===== config.mk =====
export PLATFORM = sky130hd
export DESIGN_NAME = ft_cmd_parser
export DESIGN_NICKNAME = d
export VERILOG_FILES = /design/src/rtl/ft_cmd_parser.sv
export SDC_FILE = /design/constraint.sdc
export NUM_CORES = 1
export LEC_CHECK = 0
export ABC_AREA = 0
export CORE_ASPECT_RATIO = 1.25
export CORE_MARGIN = 2
export CORE_UTILIZATION = 49
export CTS_BUF_LIST = sky130_fd_sc_hd__clkbuf_4 sky130_fd_sc_hd__clkbuf_8 sky130_fd_sc_hd__clkbuf_16
export CTS_CLUSTER_SIZE = 30
export DETAILED_ROUTE_END_ITERATION = 7
export PLACE_DENSITY = 0.85
export SETUP_SLACK_MARGIN = 0.3
export SLEW_MARGIN = 15
export SYNTH_ARGS = -nofsm -noshare
export SYNTH_HDL_FRONTEND = slang
export SYNTH_SLANG_ARGS = --single-unit

===== constraint.sdc =====
create_clock -name clk -period 3.1 [get_ports clk]
set_input_delay 0.465 -clock clk [delete_from_list [all_inputs] [get_ports clk]]
set_output_delay 0.465 -clock clk [all_outputs]
set_load 0.005 [all_outputs]

===== src/rtl/ft_cmd_parser.sv =====
// ft_cmd_parser: FT245 byte-stream to register-bus command decoder; CMD_ACK_EN adds a write-ack echo byte
module ft_cmd_parser #(
  parameter int DATA_BYTES     = 2,
  parameter int TIMEOUT_CYCLES = 1000000
) (
  input  logic                    clk,
  input  logic                    rst_n,
  input  logic [7:0]              rx_rdata,
  input  logic                    rx_rempty,
  output logic                    rx_rinc,
  output logic [7:0]              tx_wdata,
  input  logic                    tx_wfull,
  output logic                    tx_winc,
  output logic [5:0]              reg_addr,
  output logic [8*DATA_BYTES-1:0] reg_wdata,
  output logic                    reg_we,
  output logic                    reg_re,
  input  logic [8*DATA_BYTES-1:0] reg_rdata,
  output logic [7:0]              err_count
);
  localparam int W  = 8*DATA_BYTES;
  localparam int TW = $clog2(TIMEOUT_CYCLES)+1;
  localparam int IW = $clog2(DATA_BYTES+1)+1;
  typedef enum logic [2:0] {
    IDLE, WDATA, WRITE, RREQ, RWAIT, RESP
`ifdef CMD_ACK_EN
    , ACK
`endif
  } state_t;
  state_t state;
  logic [7:0] hdr;
  logic [IW-1:0] idx;
  logic [TW-1:0] tcnt;
  logic [W-1:0] resp;
  logic illegal, tmo;
  assign rx_rinc = rst_n && (state == IDLE || state == WDATA) && !rx_rempty;
`ifdef CMD_ACK_EN
  assign tx_winc = (state == RESP || state == ACK) && !tx_wfull;
`else
  assign tx_winc = state == RESP && !tx_wfull;
`endif
  assign reg_we  = state == WRITE;
  assign reg_re  = state == RREQ;
  assign illegal = state == IDLE && rx_rinc && rx_rdata[7:6] == 2'b11;
  assign tmo     = state == WDATA && !rx_rinc && tcnt == TW'(TIMEOUT_CYCLES-1);
  // command FSM: header decode, data gathering, register strobes, response streaming
  always_ff @(posedge clk or negedge rst_n) begin
    if (!rst_n) begin
      state     <= IDLE;
      hdr       <= '0;
      idx       <= '0;
      tcnt      <= '0;
      resp      <= '0;
      reg_addr  <= '0;
      reg_wdata <= '0;
      tx_wdata  <= '0;
      err_count <= '0;
    end else begin
      if ((illegal || tmo) && err_count != 8'hFF) err_count <= err_count + 8'd1;
      case (state)
        IDLE: if (rx_rinc) begin
          hdr      <= rx_rdata;
          reg_addr <= rx_rdata[5:0];
          idx      <= '0;
          tcnt     <= '0;
          state    <= rx_rdata[7:6] == 2'b01 ? WDATA : rx_rdata[7:6] == 2'b10 ? RREQ : IDLE;
        end
        WDATA: if (rx_rinc) begin
          reg_wdata <= (reg_wdata << 8) | W'(rx_rdata);
          tcnt      <= '0;
          idx       <= idx + 1'b1;
          if (idx == IW'(DATA_BYTES-1)) state <= WRITE;
        end else if (tmo) begin
          state <= IDLE;
        end else begin
          tcnt <= tcnt + 1'b1;
        end
`ifdef CMD_ACK_EN
        WRITE: begin
          tx_wdata <= hdr;
          state    <= ACK;
        end
        ACK: if (tx_winc) state <= IDLE;
`else
        WRITE: state <= IDLE;
`endif
        RREQ: state <= RWAIT;
        RWAIT: begin
          resp     <= reg_rdata;
          tx_wdata <= hdr;
          idx      <= '0;
          state    <= RESP;
        end
        RESP: if (tx_winc) begin
          tx_wdata <= resp[W-1 -: 8];
          resp     <= resp << 8;
          idx      <= idx + 1'b1;
          if (idx == IW'(DATA_BYTES)) state <= IDLE;
        end
        default: state <= IDLE;
      endcase
    end
  end
endmodule


Yosys cells after proc, flatten, opt, wreduce, memory -nomap -nowiden
Cells that the tools add are included.
W data, S select, Z words.
Storage, ports and cells
  register bits: 89
  bits in read-only memories: 0
  logic and storage cells: 76
  input port bits: 28
  bits in writable memories: 0
  output and inout port bits: 42
  bits in latches: 0
  memories kept: 0
Operators by class
  $lt $le $gt $ge: 0
  $mul: 0
  reduce and logical (&&, ||, !) cells: 23
  muxes and demuxes: 21
  divide/modulo/power cells: 0
  equality and inequality tests: 19
  shifts and indexed selects: 0
  bitwise gates (word level): 1
  $add $sub $neg: 3
Operators by type and width (count)
  $mux W21: 3
  $pmux W21 S2: 1
  $pmux W16 S2: 1
  $mux W3: 9
  $add A21 B1 Y21 const B: 1
  $eq A21 B20 Y1 const B: 1
  $mux W16: 1
  $or A16 B8 Y16: 1
  $pmux W8 S2: 1
  $pmux W3 S5: 1
  $pmux W3 S4: 1
  $eq A3 B2 Y1 const B: 3
  $add A8 B1 Y8 const B: 1
  $logic_and A1 B1 Y1: 8
  $mux W8: 1
  $ne A8 B8 Y1 const B: 1
  $eq A3 B1 Y1 const B: 2
  $eq A3 B3 Y1 const B: 2
  $ne A2 B2 Y1 const B: 3
  $ne A3 B3 Y1 const B: 2
  $reduce_and A2 Y1: 3
  $reduce_and A5 Y1: 1
  $eq A2 B2 Y1 const B: 2
  $mux W2: 2
  11 further kinds: 15

Logic depth before layout (Yosys ltp)
  word-level depth: 10
  mapped depth: 8
  mapped depth without buffers: 6

Least setup slack after synthesis
No wires, ideal clock.
  kind: flip-flop to flip-flop
  start: register state[1]
  end: register err_count[3]
  slack: 1118 ps
  data arrival time: 1855 ps
  required time: 2972 ps
  path buffers: 2
  cell stages (with the launch flop): 8
  clock period less this slack: 1982 ps
  cells stage by stage: dfrtp_1 buf_6 or4b_4 buf_6 nor2_8 nand2_1 a21oi_1 mux2_1
Between the ends
  longest elaborated chain between the ends: 9
  elaborated cells on any way between the ends: 12
  those cells by class: eq/ne (1); reduce/logical (11)
RTL lines
  start, declared: line 30  | state_t state;
  start signal, assigned: line 66  | state <= rx_rdata[7:6] == 2'b01 ? WDATA : rx_rdata[7:6] == 2'b10 ? RREQ : IDLE;
  $eq A3 B1 Y1 or $logic_not A3 Y1 (tied branches): line 36, 45, 44
  $logic_or A1 B1 Y1: line 36  | assign rx_rinc = rst_n && (state == IDLE || state == WDATA) && !rx_rempty;
  $logic_and A1 B1 Y1 (2 in a row): line 36
  $logic_not A1 Y1: line 45  | assign tmo = state == WDATA && !rx_rinc && tcnt == TW'(TIMEOUT_CYCLES-1);
  $logic_and A1 B1 Y1 (2 in a row): line 45
  $logic_or A1 B1 Y1 (*): line 59  | if ((illegal || tmo) && err_count != 8'hFF) err_count <= err_count + 8'd1;
  $logic_and A1 B1 Y1 (*): line 59
  end signal, assigned: line 59
  end, declared: line 19  | output logic [7:0] err_count
Every way passes the cells marked *; elsewhere a longest branch is shown, timed or not.
A chain may end at the register's enable or synchronous reset.

Worst setup path in the final report
  start: register state[2]
  end: output rx_rinc
Between the ends
  longest elaborated chain between the ends: 4
  elaborated cells on any way between the ends: 5
  those cells by class: eq/ne (1); reduce/logical (4)
RTL lines
  $eq A3 B1 Y1 or $logic_not A3 Y1 (tied branches): line 36
  $logic_or A1 B1 Y1 (*): line 36
  $logic_and A1 B1 Y1 (*) (2 in a row): line 36
  end, declared: line 10  | output logic rx_rinc,
Marks and branches as above.

==> impl_metrics.csv <==
group,metric,value,unit
clock_tree,cts_buffers,9,
synth,yosysSeqAreaShare,50.43,%
routing,vias,3260,
clock_tree,cts_root_buf,"clkbuf_8",
worst_setup_path,worst_setup_path_start_kind,"flip-flop",
clock_tree,clock-sinks,83,
worst_hold_path,hp-class,"in -> async",
worst_setup_path,worstPathCellList,"or4b_4 > clkinv_2 > clkdlybuf4s50_1",
final_layout,syn2layout_area_growth,22.30,%
die,design.die.area,0.009160,mm^2
routing,viasPerCell,5.811,
outcome,status,"finished clean",
grt,grtUsageTotal,20.73,%
flow_run,maxCapViolCount,0,
die,initial_utilization,50.27,%
die,dieHeight,106.5,um
sta,tns,0,ps
synth,synth_ff_type,"dfrtp_1",
worst_setup_path,crit_buf_inv,2,
worst_setup_path,end_kind,"output port",
die,pin_count,70,
sta,fin_crit_sh,83.55,%
routing,ant_nets,0,
sta,worst_slew_pin_slew,647.5,ps
synth,synth_edf_count,0,
synth,syn-num-nets,429,
synth,synthCells,394,
grt,grt-ovfl-total,0,
power_and_ir_drop,max-vdd-ir-drop,0.4788,mV
worst_setup_path,crit_slowest_cell,"or4b_4",
clock_tree,htree_levels,3,
routing,wl_per_cell,15.91,um
routing,drc,0,
clock_tree,worst_skew_pair.late_latency,360,ps
worst_setup_path,crit_path_max_fanout,12,
placement,dp_hpwl,6.285,mm
routing,wl,8.926,mm
power_and_ir_drop,seq_power_share,43.8,%
placement,io_buffers,69,
die,core_area,0.008194,mm^2
worst_setup_path,cp_data_arrival_time,2120,ps
power_and_ir_drop,p_leak,0.002197,uW
clock_tree,cts_resized,0,
power_and_ir_drop,p_clk_share,18.0,%
routing,dr.pass1.iters,5,
sta,skew,13.81,ps
power_and_ir_drop,p_comb_share,38.2,%
synth,synth_top_cell_by_area,"dfrtp_1",
sta,setup_ws,510.1,ps
synth,syn_area,0.004119,mm^2
worst_setup_path,max_stage_delay,680,ps
grt,antenna_found_initial,0,
power_and_ir_drop,p_sw,1414,uW
worst_setup_path,cp_top_family,"simple AND/OR/NAND/NOR gates",
synth,synth_seq_cells,83,
clock_tree,cts_tree,"yes",
worst_setup_path,setup.worst_path.class,"reg -> out",
final_layout,nets,494,
final_layout,antenna_cells,0,
synth,yosys-top-cells-area,"dfrtp_1, mux2i_1, mux2_2",
power_and_ir_drop,totalPowerFinal,4057,uW
sta,finalHoldViolCount,0,
placement,routabilityCongestion,0.8803,
clock_tree,clk_pin_slew,90,ps
sta,fin_crit,2590,ps
sta,slew_headroom,56.83,%
die,dieWidth,86.01,um
grt,grt_pass1_wl,15.06,mm
synth,syn_area_per_cell,10.45,um^2
sta,maxSlewViolCount,0,
placement,place_ws,502.1,ps
grt,grt_max_degree,47,
sta,finalSetupViolations,0,
synth,synth_cell_types,52,
placement,place_area,0.004851,mm^2
synth,synth_top_area_share,50.43,%
final_layout,n_fill_cell,639,
worst_setup_path,critical_path_required,2630,ps
sta,grt_setup_unrepaired,"false",
clock_tree,clock_path_buffers,2,
grt,grt_pass1_vias,3197,
power_and_ir_drop,swShare,34.84,%
power_and_ir_drop,p_per_area,805.5,mW/mm^2
sta,timing.fmax,0.3861,GHz
die,num_rows,37,
power_and_ir_drop,p_int,2644,uW
synth,synth_warnings,0,
final_layout,final_design_area_no_fill,0.005037,mm^2
clock_tree,cts_setup_buffers,0,
final_layout,drive_gt1_share,10.78,%
sta,whs,172.7,ps
routing,first_iter_violations,254,
clock_tree,cts_hold_buf,0,
synth,synthArstFlopShare,100.0,%
## worst reg2reg max path: cells and delay by family, from the launching register on
family	cells	cell delay (ps)
AOI/OAI and AO/OA	3	1010
and+or+nand+nor	2	660
DFF	1	510
## per-stage QoR
step | util (%) | std cells
after floorplan | - | 394
after global placement | 59.20 | 545
after detailed placement | 59.20 | 545
after CTS | 61.48 | 561
after global routing | 61.48 | 561
final | 61.48 | 561
## path summary, 6_finish.rpt
check | start | to | slack, ps | depth (start not counted)
worst min-delay path | rst_n | idx[0] | 170 | 2
max in group asynchronous | rst_n | reg_wdata[1] | 2450 | 2
worst min register to register | reg_wdata[8] | reg_wdata[8] | 490 | 1
min in group clk | reg_wdata[8] | reg_wdata[8] | 490 | 1
worst max register to register | state[2] | tcnt[15] | 840 | 5
worst max-delay path | state[2] | rx_rinc | 510 | 3
## Yosys cell counts, types with 5 or more instances
library cell,n
a21oi_1,33
and3_1,7
buf_2,5
buf_4,6
clkbuf_1,8
dfrtp_1,83
ha_1,7
inv_1,8
mux2_1,13
mux2_2,15
mux2i_1,18
nand2_1,35
nand2b_1,7
nand3_1,14
nand4_1,9
nor2_1,29
nor4_1,9
o21ai_0,21
o21ai_1,7
or3_1,7
xnor2_1,5
## registers in the layout, indices dropped and copies added, names as in the netlist
register	cells
reg_wdata	16
reg_addr	5
resp	16
tx_wdata	8
state	3
idx	3
hdr	3
err_count	8
tcnt	21
## placed cells by master (no fill, tap or decap), types with 8 or more instances in the layout
cell type	count
nand4_1	9
mux2_2	15
nor4_1	9
inv_1	8
mux2_1	13
clkdlybuf4s50_1	68
nand2_1	35
a21oi_1	32
nand3_1	14
dfrtp_1	83
nor2_1	29
clkbuf_8	11
mux2i_1	18
buf_4	8
o21ai_0	21
## cells by family (layout without fill, tap and decap cells)
kind of cell | count (synthesis) | count (layout) | share of synthesized area (%)
xor gates and xnor gates | 7 | 7 | 1.488
and+or+nand+nor | 142 | 142 | 18.56
muxes | 48 | 48 | 12.76
buffers and inverters | 31 | 101 | 4.101
DFF | 83 | 83 | 50.43
adders and majority gates | 7 | 7 | 2.126
AOI/OAI and AO/OA | 76 | 76 | 10.54
## layer usage
metal	vias to the layer above	GRT usage (%)	routed length, um
li1	1541	-	-
met1	1605	26.60	3781
met2	101	33.94	4521
met3	13	3.028	447
met4	0	10.43	176
met5	-	0	0
## power by group through the flow
stage                     clock network (uW)  registers (uW)  logic [uW]
after global routing                     797            1830        1710
after detailed placement                   0            1790        1550
after global placement                     0            1770        1490
after CTS                                746            1770        1570
after floorplan                            0            1700         958
final                                    731            1780        1550
## cell type report
type                       instances  area, um^2  share of cell area [%]
clock buffer                      11       151.4                   3.005
inverter                           9       35.03                  0.6955
tap                               97       121.4                   2.409
sequential                        83        2077                   41.23
timing repair buffer              76       740.7                   14.70
multi-input combinational        280        1877                   37.26
clock inverter                     5       35.03                  0.6955
(Power assumes the default switching activity.)
